`config.mk`:
```
export PLATFORM = sky130hd
export DESIGN_NAME = exp_sp_arbiter_n
export DESIGN_NICKNAME = d
export VERILOG_FILES = /design/src/rtl/exp_sp_arbiter_n.sv
export SDC_FILE = /design/constraint.sdc
export NUM_CORES = 1
export LEC_CHECK = 0
export BUFFER_PORTS_ARGS = -buffer_cell sky130_fd_sc_hd__buf_2
export CORE_AREA = 2 2 213 215
export CTS_BUF_LIST = sky130_fd_sc_hd__clkbuf_8
export DETAILED_ROUTE_END_ITERATION = 8
export DIE_AREA = 0 0 215 217
export MAX_ROUTING_LAYER = met4
export PLACE_DENSITY = 0.43
export REMOVE_ABC_BUFFERS = 1
export SLEW_MARGIN = 20
export SYNTH_ARGS = -nofsm -noshare
export SYNTH_HDL_FRONTEND = slang
export SYNTH_SLANG_ARGS = --single-unit
```
`constraint.sdc`:
```
create_clock -name clk -period 5.6 [get_ports clk]
set_input_delay 0.56 -clock clk [delete_from_list [all_inputs] [get_ports clk]]
set_output_delay 0.56 -clock clk [all_outputs]
set_load 0.01 [all_outputs]
```
`src/rtl/exp_sp_arbiter_n.sv`:
```
// exp_sp_arbiter_n
//   Shares one softplus_or_exp16 core between NCH requesters. Each request
//   carries its own mode bit (1 = softplus, 0 = exp). Requests are granted
//   round-robin, one per cycle. The originating channel index is pushed into
//   a per-mode tag FIFO at issue. When the core produces a result, the FIFO
//   head names the channel that receives it.
//
// Ports
//   clk, rst           clock, synchronous active-high reset
//   req_v[NCH]         per-channel request valid
//   req_mode[NCH]      per-channel mode, 1 = softplus, 0 = exp
//   req_x[NCH*DW]      per-channel operand, channel c at [c*DW +: DW]
//   req_rdy[NCH]       per-channel accept (one-hot or zero)
//   sp_rsp_v[NCH]      softplus result strobe (one-hot or zero), data on sp_y
//   exp_rsp_v[NCH]     exp result strobe (one-hot or zero), data on exp_y
//   busy               a tag FIFO is non-empty or the issue register is valid
//   err_underflow      sticky: the core returned a result with its tag FIFO empty

module exp_sp_arbiter_n #(
  parameter int DW        = 16,
  parameter int NCH       = 4,
  parameter int TAG_DEPTH = 16,
  parameter int LAT_MUL   = 1,
  parameter int LAT_ADD   = 1,
  parameter int LAT_DIV   = 1,
  parameter int LAT_EXP   = 6 + 3*LAT_MUL + 3*LAT_ADD
) (
  input  logic              clk,
  input  logic              rst,
  input  logic [NCH-1:0]    req_v,
  input  logic [NCH-1:0]    req_mode,
  input  logic [NCH*DW-1:0] req_x,
  output logic [NCH-1:0]    req_rdy,
  output logic [NCH-1:0]    sp_rsp_v,
  output logic [DW-1:0]     sp_y,
  output logic [NCH-1:0]    exp_rsp_v,
  output logic [DW-1:0]     exp_y,
  output logic              busy,
  output logic              err_underflow
);
  localparam int PW = (NCH > 1) ? $clog2(NCH) : 1;
  localparam int AW = $clog2(TAG_DEPTH);
  localparam int CW = AW + 1;

  // Round-robin pointer and issue register
  logic [PW-1:0] ptr_reg;
  logic          core_vi_reg;
  logic          core_mode_reg;
  logic [DW-1:0] core_xi_reg;
  logic          err_reg;

  // Per-mode FIFO status; index 0 = exp, 1 = softplus (same as the mode bit)
  logic [1:0]      full;
  logic [1:0]      nonempty;
  logic [1:0]      push;
  logic [1:0]      pop;
  logic [1:0]      underflow;
  logic [2*PW-1:0] head_flat;

  logic          core_v_s;
  logic          core_v_e;
  logic [DW-1:0] core_y_s;
  logic [DW-1:0] core_y_e;
  logic [1:0]    core_v;

  logic [NCH-1:0] elig;
  logic           grant_found;
  logic [PW-1:0]  grant_idx;
  logic           xfer;
  logic           sel_mode;
  logic [DW-1:0]  sel_x;

  assign core_v = {core_v_s, core_v_e};

  // Grant the first eligible channel at or after ptr, wrapping modulo NCH.
  // Fullness uses the registered count, so a pop in this cycle does not
  // make room until the next cycle.
  always_comb begin
    int idx;
    elig        = '0;
    grant_found = 1'b0;
    grant_idx   = '0;
    idx         = 0;
    for (int c = 0; c < NCH; c++) begin
      elig[c] = req_v[c] & ~full[req_mode[c]];
    end
    for (int i = 0; i < NCH; i++) begin
      idx = int'(ptr_reg) + i;
      if (idx >= NCH) idx = idx - NCH;
      if (!grant_found && elig[idx]) begin
        grant_found = 1'b1;
        grant_idx   = PW'(idx);
      end
    end
    if (rst) grant_found = 1'b0;
  end

  assign xfer     = grant_found;
  assign sel_mode = req_mode[grant_idx];
  assign sel_x    = req_x[grant_idx*DW +: DW];
  assign req_rdy  = grant_found ? (NCH'(1) << grant_idx) : '0;

  always_ff @(posedge clk) begin
    if (rst) begin
      ptr_reg       <= '0;
      core_vi_reg   <= 1'b0;
      core_mode_reg <= 1'b0;
      core_xi_reg   <= '0;
      err_reg       <= 1'b0;
    end else begin
      core_vi_reg <= xfer;
      if (xfer) begin
        core_mode_reg <= sel_mode;
        core_xi_reg   <= sel_x;
        ptr_reg       <= (grant_idx == PW'(NCH-1)) ? '0 : grant_idx + 1'b1;
      end
      if (|underflow) err_reg <= 1'b1;
    end
  end

  // One tag FIFO per mode. The head is read combinationally so the response
  // strobe lands in the same cycle as the core valid.
  genvar gi;
  generate
    for (gi = 0; gi < 2; gi++) begin : g_tag_fifo
      logic [PW-1:0] mem [TAG_DEPTH];
      logic [AW-1:0] wr_ptr_reg;
      logic [AW-1:0] rd_ptr_reg;
      logic [CW-1:0] cnt_reg;

      assign full[gi]      = (cnt_reg == CW'(TAG_DEPTH));
      assign nonempty[gi]  = (cnt_reg != '0);
      assign push[gi]      = xfer & (sel_mode == 1'(gi));
      assign pop[gi]       = core_v[gi] & nonempty[gi] & ~rst;
      assign underflow[gi] = core_v[gi] & ~nonempty[gi] & ~rst;
      assign head_flat[gi*PW +: PW] = mem[rd_ptr_reg];

      always_ff @(posedge clk) begin
        if (rst) begin
          wr_ptr_reg <= '0;
          rd_ptr_reg <= '0;
          cnt_reg    <= '0;
        end else begin
          if (push[gi]) begin
            mem[wr_ptr_reg] <= grant_idx;
            wr_ptr_reg      <= wr_ptr_reg + 1'b1;
          end
          if (pop[gi]) rd_ptr_reg <= rd_ptr_reg + 1'b1;
          case ({push[gi], pop[gi]})
            2'b10:   cnt_reg <= cnt_reg + 1'b1;
            2'b01:   cnt_reg <= cnt_reg - 1'b1;
            default: cnt_reg <= cnt_reg;
          endcase
        end
      end
    end
  endgenerate

  assign sp_rsp_v      = pop[1] ? (NCH'(1) << head_flat[PW +: PW]) : '0;
  assign exp_rsp_v     = pop[0] ? (NCH'(1) << head_flat[0 +: PW]) : '0;
  assign sp_y          = pop[1] ? core_y_s : '0;
  assign exp_y         = pop[0] ? core_y_e : '0;
  assign busy          = (|nonempty) | core_vi_reg;
  assign err_underflow = err_reg;

  softplus_or_exp16 #(
    .DW      (DW),
    .LAT_MUL (LAT_MUL),
    .LAT_ADD (LAT_ADD),
    .LAT_DIV (LAT_DIV),
    .LAT_EXP (LAT_EXP)
  ) u_core (
    .clk       (clk),
    .rst_n     (~rst),
    .valid_i   (core_vi_reg),
    .mode_i    (core_mode_reg),
    .x_i       (core_xi_reg),
    .valid_o_S (core_v_s),
    .y_o_S     (core_y_s),
    .valid_o_e (core_v_e),
    .y_o_e     (core_y_e)
  );
endmodule

// softplus_or_exp16
//   Behavioural stand-in for the shared nonlinearity core so the wrapper
//   elaborates on its own. Valid timing is exact: exp results appear LAT_EXP
//   cycles after valid_i, softplus results LAT_EXP + 2*LAT_ADD + LAT_MUL +
//   LAT_DIV cycles after valid_i. The data transform is x ^ f(0), which gives
//   exp(0) = 0x3C00 and softplus(0) = 0x398C exactly, and keeps every operand
//   distinguishable at the output.
//
// Ports
//   clk, rst_n            clock, synchronous active-low reset
//   valid_i, mode_i, x_i  issue strobe, mode (1 = softplus), operand
//   valid_o_S, y_o_S      softplus result
//   valid_o_e, y_o_e      exp result
module softplus_or_exp16 #(
  parameter int DW      = 16,
  parameter int LAT_MUL = 1,
  parameter int LAT_ADD = 1,
  parameter int LAT_DIV = 1,
  parameter int LAT_EXP = 6 + 3*LAT_MUL + 3*LAT_ADD
) (
  input  logic          clk,
  input  logic          rst_n,
  input  logic          valid_i,
  input  logic          mode_i,
  input  logic [DW-1:0] x_i,
  output logic          valid_o_S,
  output logic [DW-1:0] y_o_S,
  output logic          valid_o_e,
  output logic [DW-1:0] y_o_e
);
  localparam int LAT_SP = LAT_EXP + 2*LAT_ADD + LAT_MUL + LAT_DIV;
  localparam logic [DW-1:0] SP_K  = DW'(16'h398C);
  localparam logic [DW-1:0] EXP_K = DW'(16'h3C00);

  logic [LAT_SP-1:0]  sp_v_reg;
  logic [LAT_EXP-1:0] ex_v_reg;
  logic [DW-1:0]      sp_d_reg [LAT_SP];
  logic [DW-1:0]      ex_d_reg [LAT_EXP];

  always_ff @(posedge clk) begin
    if (!rst_n) begin
      sp_v_reg <= '0;
      ex_v_reg <= '0;
    end else begin
      sp_v_reg <= {sp_v_reg[LAT_SP-2:0],  valid_i &  mode_i};
      ex_v_reg <= {ex_v_reg[LAT_EXP-2:0], valid_i & ~mode_i};
    end
  end

  always_ff @(posedge clk) begin
    sp_d_reg[0] <= x_i ^ SP_K;
    ex_d_reg[0] <= x_i ^ EXP_K;
    for (int i = 1; i < LAT_SP; i++)  sp_d_reg[i] <= sp_d_reg[i-1];
    for (int i = 1; i < LAT_EXP; i++) ex_d_reg[i] <= ex_d_reg[i-1];
  end

  assign valid_o_S = sp_v_reg[LAT_SP-1];
  assign y_o_S     = sp_d_reg[LAT_SP-1];
  assign valid_o_e = ex_v_reg[LAT_EXP-1];
  assign y_o_e     = ex_d_reg[LAT_EXP-1];
endmodule

```
### Yosys cells after proc, flatten, opt, wreduce, memory -nomap -nowiden

Memories as Yosys holds them, arrays and structs flattened. A register that Yosys moved wholly into a read port is not among the register bits.
Cells that the tools add are included.

* add/sub/neg operators: 16
* order comparisons: 13
* eq/ne operators: 7
* shift-type cells: 4
* multiplexer cells: 53
* bitwise gates (word level): 28
* reductions and logical operators: 12

Operators with widths (count)
* $lt 32x4->1 const B: 4
* $mux 32: 4
* $shiftx 64x7->16: 1
* $mux 16: 2
* $mux 1: 28
* $mux 4: 7
* $pmux 5 s2: 2
* $add 4x1->4 const B: 4
* $and 1x1->1: 16
* $shl 1x2->4 const A: 3
* $sub 3x3->4 const B: 3
* $add 5x1->5 const B: 2
* $bmux 1 s2: 5
* $eq 5x5->1 const B: 2
* $mux 2: 5
* $reduce_bool 5->1: 2
* $sub 5x1->5 const B: 2
* $ge 3x3->1 const B: 3
* $not 1->1: 9
* $lt 1x2->1 const B: 4
* $not 7->7: 1
* $add 2x2->3 const B: 2
* $eq 2x2->1 const B: 3
* $eq 2x1->1 const B: 2
* other kinds (11): 17

* flip-flop bits (word level): 75
* memory bits (writable): 512
* output and inout bits: 46
* logic and storage cells: 150
* memories kept: 4

Memory list
* u_core.sp_d_reg: depth 16, bits a word 16, rd ports 16, clocked after Yosys merged registers in 0, wr ports 16, RTL line 221 `logic [DW-1:0] sp_d_reg [LAT_SP];`
* u_core.ex_d_reg: depth 12, bits a word 16, rd ports 12, clocked after Yosys merged registers in 0, wr ports 12, RTL line 222 `logic [DW-1:0] ex_d_reg [LAT_EXP];`
* g_tag_fifo[0].mem: depth 16, bits a word 2, rd ports 1, clocked after Yosys merged registers in 1, wr ports 1, RTL line 126 `logic [PW-1:0] mem [TAG_DEPTH];`
* g_tag_fifo[1].mem: depth 16, bits a word 2, rd ports 1, clocked after Yosys merged registers in 1, wr ports 1, RTL line 126

### Logic depth before layout (Yosys ltp)

Gate-level depths: netlist (run 1).

* depth after elaboration: 25
* depth in mapped cells: 19

### Hierarchy

A second synthesis (run 1) with hierarchy kept.

* cell total of the unflattened synthesis: 973
* area, all modules: 13494.2 um2

Modules (own cells, without submodules)
* softplus_or_exp16: instances 1, cells an instance 414, area each 7384.6 um2, sequential area each 6886.6 um2
* exp_sp_arbiter_n: instances 1, cells an instance 559, area each 6109.6 um2, sequential area each 3022.9 um2

### Least setup slack after synthesis (run 1)

OpenSTA, ideal clock, no wires.

* path type: flip-flop to flip-flop
* start: register g_tag_fifo[1].cnt_reg[0]
* end: register g_tag_fifo[1].cnt_reg[4]
* library setup time: 0.071 ns
* data arrival time: 3.896 ns
* slack: 1.634 ns
* stages on the path, launching flop included: 18
* path buffers: 3
* clock period less this slack: 3.966 ns
* path through: dfxtp_1 > or4_1 > buf_4 > o221a_4 > a21boi_2 > o211a_1 > buf_6 > inv_2 > a211o_1 > nand3_1 > clkbuf_1 > ha_1 > ha_1 > a21o_1 > a21oi_1 > xor2_1 > or3_1 > a21oi_1

* longest elaborated chain between the ends: 23

RTL lines
* start, declared: RTL line 129 `logic [CW-1:0] cnt_reg;`
* start signal, assigned: RTL line 150 `2'b10: cnt_reg <= cnt_reg + 1'b1;`
* start signal, assigned: RTL line 151 `2'b01: cnt_reg <= cnt_reg - 1'b1;`
* start signal, assigned: RTL line 152 `default: cnt_reg <= cnt_reg;`
* $eq 5x5->1: RTL line 131 `assign full[gi] = (cnt_reg == CW'(TAG_DEPTH));`
* $mux 1 (implied by the code) (2 in series): RTL line 85 `elig[c] = req_v[c] & ~full[req_mode[c]];`
* $not 1->1: RTL line 85
* $and 1x1->1: RTL line 85
* $bmux 1 s2: RTL line 90 `if (!grant_found && elig[idx]) begin`
* $mux 1 (implied by the code) (2 in series): RTL line 90
* $mux 1: RTL line 90
* $logic_not 1->1: RTL line 90
* [5 not listed]
* $logic_not 1->1: RTL line 90
* $logic_and 1x1->1: RTL line 90
* $mux 2: RTL line 90
* $bmux 1 s2: RTL line 99 `assign sel_mode = req_mode[grant_idx];`
* $mux 1 (implied by the code): RTL line 99
* $and 1x1->1: RTL line 133 `assign push[gi] = xfer & (sel_mode == 1'(gi));`
* $eq 2x1->1 / $eq 2x2->1 (equally long branches): RTL line 149 `case ({push[gi], pop[gi]})`
* $pmux 5 s2 / $reduce_bool 2->1 (equally long branches)

Several ways; a longest one is shown, not always the timed one. The select of a mux whose other input is x is not followed.
A chain may end at the register's enable or synchronous reset.

### Worst setup path in the final report (run 1)

Ends and elaborated chain as after synthesis.

==> results of run 1 <==
## per-stage QoR
| stage | instance area, sq um | utilization, % | hold slack [ns] |
|---|---|---|---|
| floorplan | 13000 | - | 0.310 |
| global placement | 14500 | 32.4 | 0.310 |
| detailed placement | 14500 | 32.4 | 0.312 |
| CTS | 16100 | 36.1 | 0.262 |
| global route | 16100 | 36.1 | 0.301 |
| finish | 16100 | 36.1 | 0.315 |
## per-layer routing
metal,share of wire [%],GRT usage [%],routed length (microns),vias to the layer above
met5,0,-,0,-
met4,2.5,5.26,567,0
met3,6.0,2.85,1380,50
met2,46,16.2,10600,195
met1,46,12.4,10500,3170
li1,-,-,-,3618
## cell families after synthesis
kind of cell | count (synthesis) | synth area share [%]
fa+ha+maj | 24 | 2.39
xor+xnor | 14 | 0.928
mux | 25 | 3.80
flops | 463 | 75.0
buf+inv | 61 | 1.90
simple gates | 294 | 11.0
compound gates | 75 | 4.93
## where the power goes
part	switching, mW	total [mW]	internal, mW
Sequential	0.136	4.04	3.90
Clock	1.28	3.01	1.73
Combinational	0.279	0.442	0.164
Total	1.69	7.49	5.80
## final timing paths
| kind | start | end | slack, ns | depth (start not counted) |
|---|---|---|---|---|
| setup / recovery | g_tag_fifo[1].cnt_reg[0] | g_tag_fifo[1].cnt_reg[4] | 0.82 | 15 |
| hold / removal | u_core.sp_d_reg[5][7] | u_core.sp_d_reg[6][7] | 0.32 | 0 |
| setup reg to reg | g_tag_fifo[1].cnt_reg[0] | g_tag_fifo[1].cnt_reg[4] | 0.82 | 15 |
| hold reg to reg | u_core.sp_d_reg[5][7] | u_core.sp_d_reg[6][7] | 0.32 | 0 |
## layout by cell type (no fill, tap or decap), types with 3 or more instances in the layout
cell type / count
a21oi_1: 15
nor3_1: 8
nor2_1: 40
or4_1: 3
a21o_1: 5
buf_4: 10
o21ai_1: 3
inv_1: 44
mux4_2: 20
xor2_1: 12
and2_1: 45
nand3_1: 37
nand2_1: 97
clkbuf_8: 102
edfxtp_1: 64
dfxtp_1: 399
and3_1: 3
o21ai_0: 5
a21boi_2: 4
clkinv_2: 9
a32o_1: 16
a221oi_1: 3
ha_1: 22
nor4_1: 4
mux2i_1: 4
and2b_1: 3
buf_2: 119
nor4b_1: 6
nor2b_1: 30
or3_1: 3
nand4_1: 6
nand2b_1: 4
## layout make-up
| cell class | count | area [sq um] |
|---|---|---|
| tap | 600 | 751 |
| sequential | 463 | 9910 |
| timing repair buffer | 129 | 671 |
| inverter | 24 | 90.1 |
| multi-input combinational | 432 | 3060 |
| fill | 4396 | 28600 |
| clock inverter | 40 | 250 |
| clock buffer | 102 | 1400 |
## critical path, delay by kind of cell, from the launching register on
family | cells | cell delay [ns]
AOI/OAI and AO/OA | 7 | 2.04
DFF | 1 | 0.36
buffers and inverters | 2 | 0.42
xor gates and xnor gates | 1 | 0.09
adders and majority gates | 2 | 0.65
and+or+nand+nor | 3 | 1.15
==> reports/metrics.yaml, run 1 <==
clock_tree:
  cts_tree: "done"
  clock_sinks: 463
  clk_pin_slew_ns: 0.06
  clk_path_buf_depth: 3
  ctsResizeCount: 0
  cts_setup_buffers: 0
  htreeDepth: 3
  cts-hold-fix-buffers: 0
  cts_made_buffers: 77
  root_buffer: "clkbuf_8"
  clk_latency_ns: 0.59
grt:
  grt_antenna_before_repair: 0
  grt_max_degree: 58
  gr-total-overflow: 0
  grt_pass1_wl_microns: 37000
  grt.total_usage_pct: 10.4
  grt_pass1_vias: 7230
critical_path:
  crit_type: "register to register"
  cp-end-kind: "register"
  required_ns: 6.12
  max_stage_delay_ns: 0.74
  worst_path_max_delay_cell: "or4_1"
  worstPathArrival_ns: 5.31
  crit_fanout: 27
  crit_path_cell_trace: "or4_1, o221a_4, a2bb2oi_2, o211a_2, inv_2, a211o_1, nand3_1, buf_4, ha_1, ha_1, a21o_1, a21oi_1, xor2_1, or3_1, a21oi_1"
  worstSetupStartpointType: "register"
timing:
  finalSetupViolations: 0
  fin_ws_ns: 0.816
  maxSlewHeadroom_pct: 36.3
  worst_pin_slew_ns: 0.955
  fmax_mhz: 209
  finClkSkew_ns: 0.0137
  rsz0062_at_grt: "no"
  fin_crit_ns: 4.78
  hold_viol: 0
  slew_viol_final: 0
  tns_ns: 0
  fin_crit_sh_pct: 85.4
synth:
  synth-main-ff-cell: "dfxtp_1"
  synth_top_area_share_pct: 60.5
  synthTopCellsByCount: "dfxtp_1 (399), nand2_1 (97), edfxtp_1 (64)"
  ys_seq_area_share_pct: 75.0
  synthArstFlopShare_pct: 0
  ys_top_cells_by_area: "dfxtp_1 (60%), edfxtp_1 (15%), mux4_2 (3.4%)"
  syn-instance-count: 956
  yosys_warnings: 0
  avgSynthCellArea_sq_um: 13.8
  yosysTopAreaCell: "dfxtp_1"
  synth_edf_count: 64
  ys_types: 60
  syn_area_sq_um: 13200
  synthMostInstantiatedCell: "dfxtp_1"
  ys_ff_latch: 463
detailed_routing:
  wl_per_cell_microns: 12.9
  drt_iter0_drc: 342
  route.vias.total: 7033
  first_pass_iters: 4
  post_drt_via_cell_ratio: 3.93
  drtAntennaViolNets: 0
  drc: 0
  finalWirelength_microns: 23000
min_path:
  hold_class: "register to register"
place:
  globalplace.congestion: 0.810
  pre_cts_ws_ns: 0.820
  dp_hpwl_microns: 14400
  numPortBuffers: 119
  dp.cells: 1648
finish:
  diodes: 0
  drive_above_1_share_pct: 24.0
  fin_cells: 1790
  largest_reg_flops: 246
  area_delta_synth_final_pct: 22.2
  nNetsFinal: 1225
status:
  status: "completed"
floorplanning:
  die_area_sq_um: 46700
  start_util_pct: 29.6
  fp.dieH_microns: 217
  fp.dieW_microns: 215
  coreArea_sq_um: 44700
  num_rows: 78
  io_pins: 120
power:
  total_power_mw: 7.49
  power.density_nw_per_um2: 464
  p_leak_nw: 6.65
  vdd_drop_max_mv: 0.163
job:
  cap_viol_max_count: 0
Note: power is estimated with default switching activity, not from simulation.
==> inputs of run 2 (changes only) <==
Clock period 5.6 ns to 4.83 ns, I/O delays scaled along.
==> run 2 against run 1 <==
Effect of this change:
- via count is 0.21% lower
- global-route usage about the same
- clock power increased by 11%
- sequential power grew 16%
- fmax increased by 14%
- wire length is 0.23% higher
- final cell count decreased by 0.17%
- hold slack got worse by 0.096 ns
- first-iteration DRC count grew 7.6%
- critical path type unchanged
==> reports/metrics.yaml, run 2 (synthesis results as in run 1) <==
status:
  status: "completed"
power:
  power_switching_mw: 1.98
  combPwrFrac_pct: 6.1
  vdd_drop_max_mv: 0.170
  total_power_mw: 8.55
  p_clk_share_pct: 39.2
  seqPwrFrac_pct: 54.7
  p_leak_nw: 6.61
  power.density_nw_per_um2: 532
  p_int_mw: 6.57
  swShare_pct: 23.2
floorplanning:
  fp.dieW_microns: 215
  fp.dieH_microns: 217
  coreArea_sq_um: 44700
  start_util_pct: 29.6
  die_area_sq_um: 46700
  io_pins: 120
  num_rows: 78
timing:
  fmax_mhz: 239
  fin_crit_ns: 4.18
  hold_viol: 0
  fin_crit_sh_pct: 86.5
  maxSlewHeadroom_pct: 31.4
  worst_pin_slew_ns: 1.00
  slew_viol_final: 0
  finClkSkew_ns: 0.0277
  tns_ns: 0
  finalSetupViolations: 0
  rsz0062_at_grt: "no"
critical_path:
  required_ns: 5.36
  crit_path_cell_trace: "or4_1, o221a_2, a221oi_1, o21a_2, clkinv_1, a211oi_2, o21ai_1, ha_1, inv_1, fa_1, inv_1, a21o_1, a21oi_1, xnor2_1, or3_1, a21oi_1"
  worstPathArrival_ns: 4.71
  cp_num_buf_inv: 3
  worst_path_max_delay_cell: "or4_1"
  cp_top_family: "compound AO/OA/AOI/OAI gates"
  crit_type: "register to register"
  cp-end-kind: "register"
  crit_fanout: 8
  worstSetupStartpointType: "register"
  max_stage_delay_ns: 0.74
clock_tree:
  cts_made_buffers: 77
  clock_sinks: 463
  cts_setup_buffers: 0
  cts-hold-fix-buffers: 0
  root_buffer: "clkbuf_8"
  ctsResizeCount: 0
  clk_latency_ns: 0.62
  clk_path_buf_depth: 3
  clk_pin_slew_ns: 0.06
  cts_tree: "done"
  htreeDepth: 3
detailed_routing:
  post_drt_via_cell_ratio: 3.93
  first_pass_iters: 4
  drtAntennaViolNets: 0
  drt_iter0_drc: 368
  route.vias.total: 7018
  finalWirelength_microns: 23100
  wl_per_cell_microns: 12.9
  drc: 0
place:
  dp.cells: 1652
  dp_hpwl_microns: 14300
  globalplace.congestion: 0.742
  numPortBuffers: 119
  placed_area_sq_um: 14500
finish:
  area_delta_synth_final_pct: 21.6
  final_core_util_pct: 35.9
  largest_reg_flops: 246
  regArea_sq_um: 9910
  drive_above_1_share_pct: 23.6
  most-common-layout-cells: "dfxtp_1 (399), buf_2 (119), nand2_1 (97)"
  layout_commonest_cell: "dfxtp_1"
  multi_input_area_sq_um: 3060
  nFillCells: 4430
  fin_cells: 1787
  nNetsFinal: 1229
  design_area_sq_um: 16100
job:
  cap_viol_max_count: 0
min_path:
  hold_class: "primary input to register"
grt:
  grt_antenna_before_repair: 0
  grt_max_degree: 68
  grt_pass1_wl_microns: 37000
  gr-total-overflow: 0
  grt.total_usage_pct: 10.4
  grt_pass1_vias: 7088
==> run 2: changes by cell type in the layout (fill, tap and decap cells not counted), moves of 2 or more <==
cell      change
clkinv_2      -6
clkbuf_8      -7
inv_12        +2
inv_1         +2
buf_4         +4
==> run 2: final cells by class <==
| class | instances | area share (%) |
|---|---|---|
| Clock inverter | 39 | 1.52 |
| Antenna cell | 1 | 0.0156 |
| Clock buffer | 95 | 8.14 |
| Tap cell | 600 | 4.67 |
| Inverter | 24 | 0.561 |
| Multi-Input combinational cell | 432 | 19.1 |
| Sequential cell | 463 | 61.7 |
| Timing Repair Buffer | 133 | 4.36 |
==> run 2: worst paths after layout <==
check	startpoint	endpoint	slack [ns]	depth (start not counted)
min reg2reg	u_core.sp_d_reg[8][2]	u_core.sp_d_reg[9][2]	0.30	0
max	g_tag_fifo[1].cnt_reg[0]	g_tag_fifo[0].cnt_reg[4]	0.65	16
max reg2reg	g_tag_fifo[1].cnt_reg[0]	g_tag_fifo[0].cnt_reg[4]	0.65	16
min	rst	register	0.22	2
==> run 2: metal layers <==
metal	global-route usage (%)	wire length (microns)	vias up
met5	-	0	-
met4	5.72	758	0
met3	2.78	1310	67
met2	15.6	10200	199
met1	12.8	10800	3127
li1	-	-	3625
==> run 2: power groups by stage <==
| stage | logic, mW | registers (mW) | clock network [mW] |
|---|---|---|---|
| after floorplan | 0.334 | 4.71 | 0 |
| after global placement | 0.537 | 4.76 | 0 |
| after detailed placement | 0.541 | 4.77 | 0 |
| after CTS | 0.542 | 4.68 | 3.52 |
| after global routing | 0.601 | 4.74 | 3.69 |
| final | 0.525 | 4.68 | 3.35 |
==> run 2: stage by stage <==
step	worst slack (ns)	hold WS (ns)
floorplan	-0.635	0.310
detailed placement	0.685	0.312
global placement	0.820	0.310
finish	0.650	0.219
CTS	0.553	0.164
global route	0.396	0.203
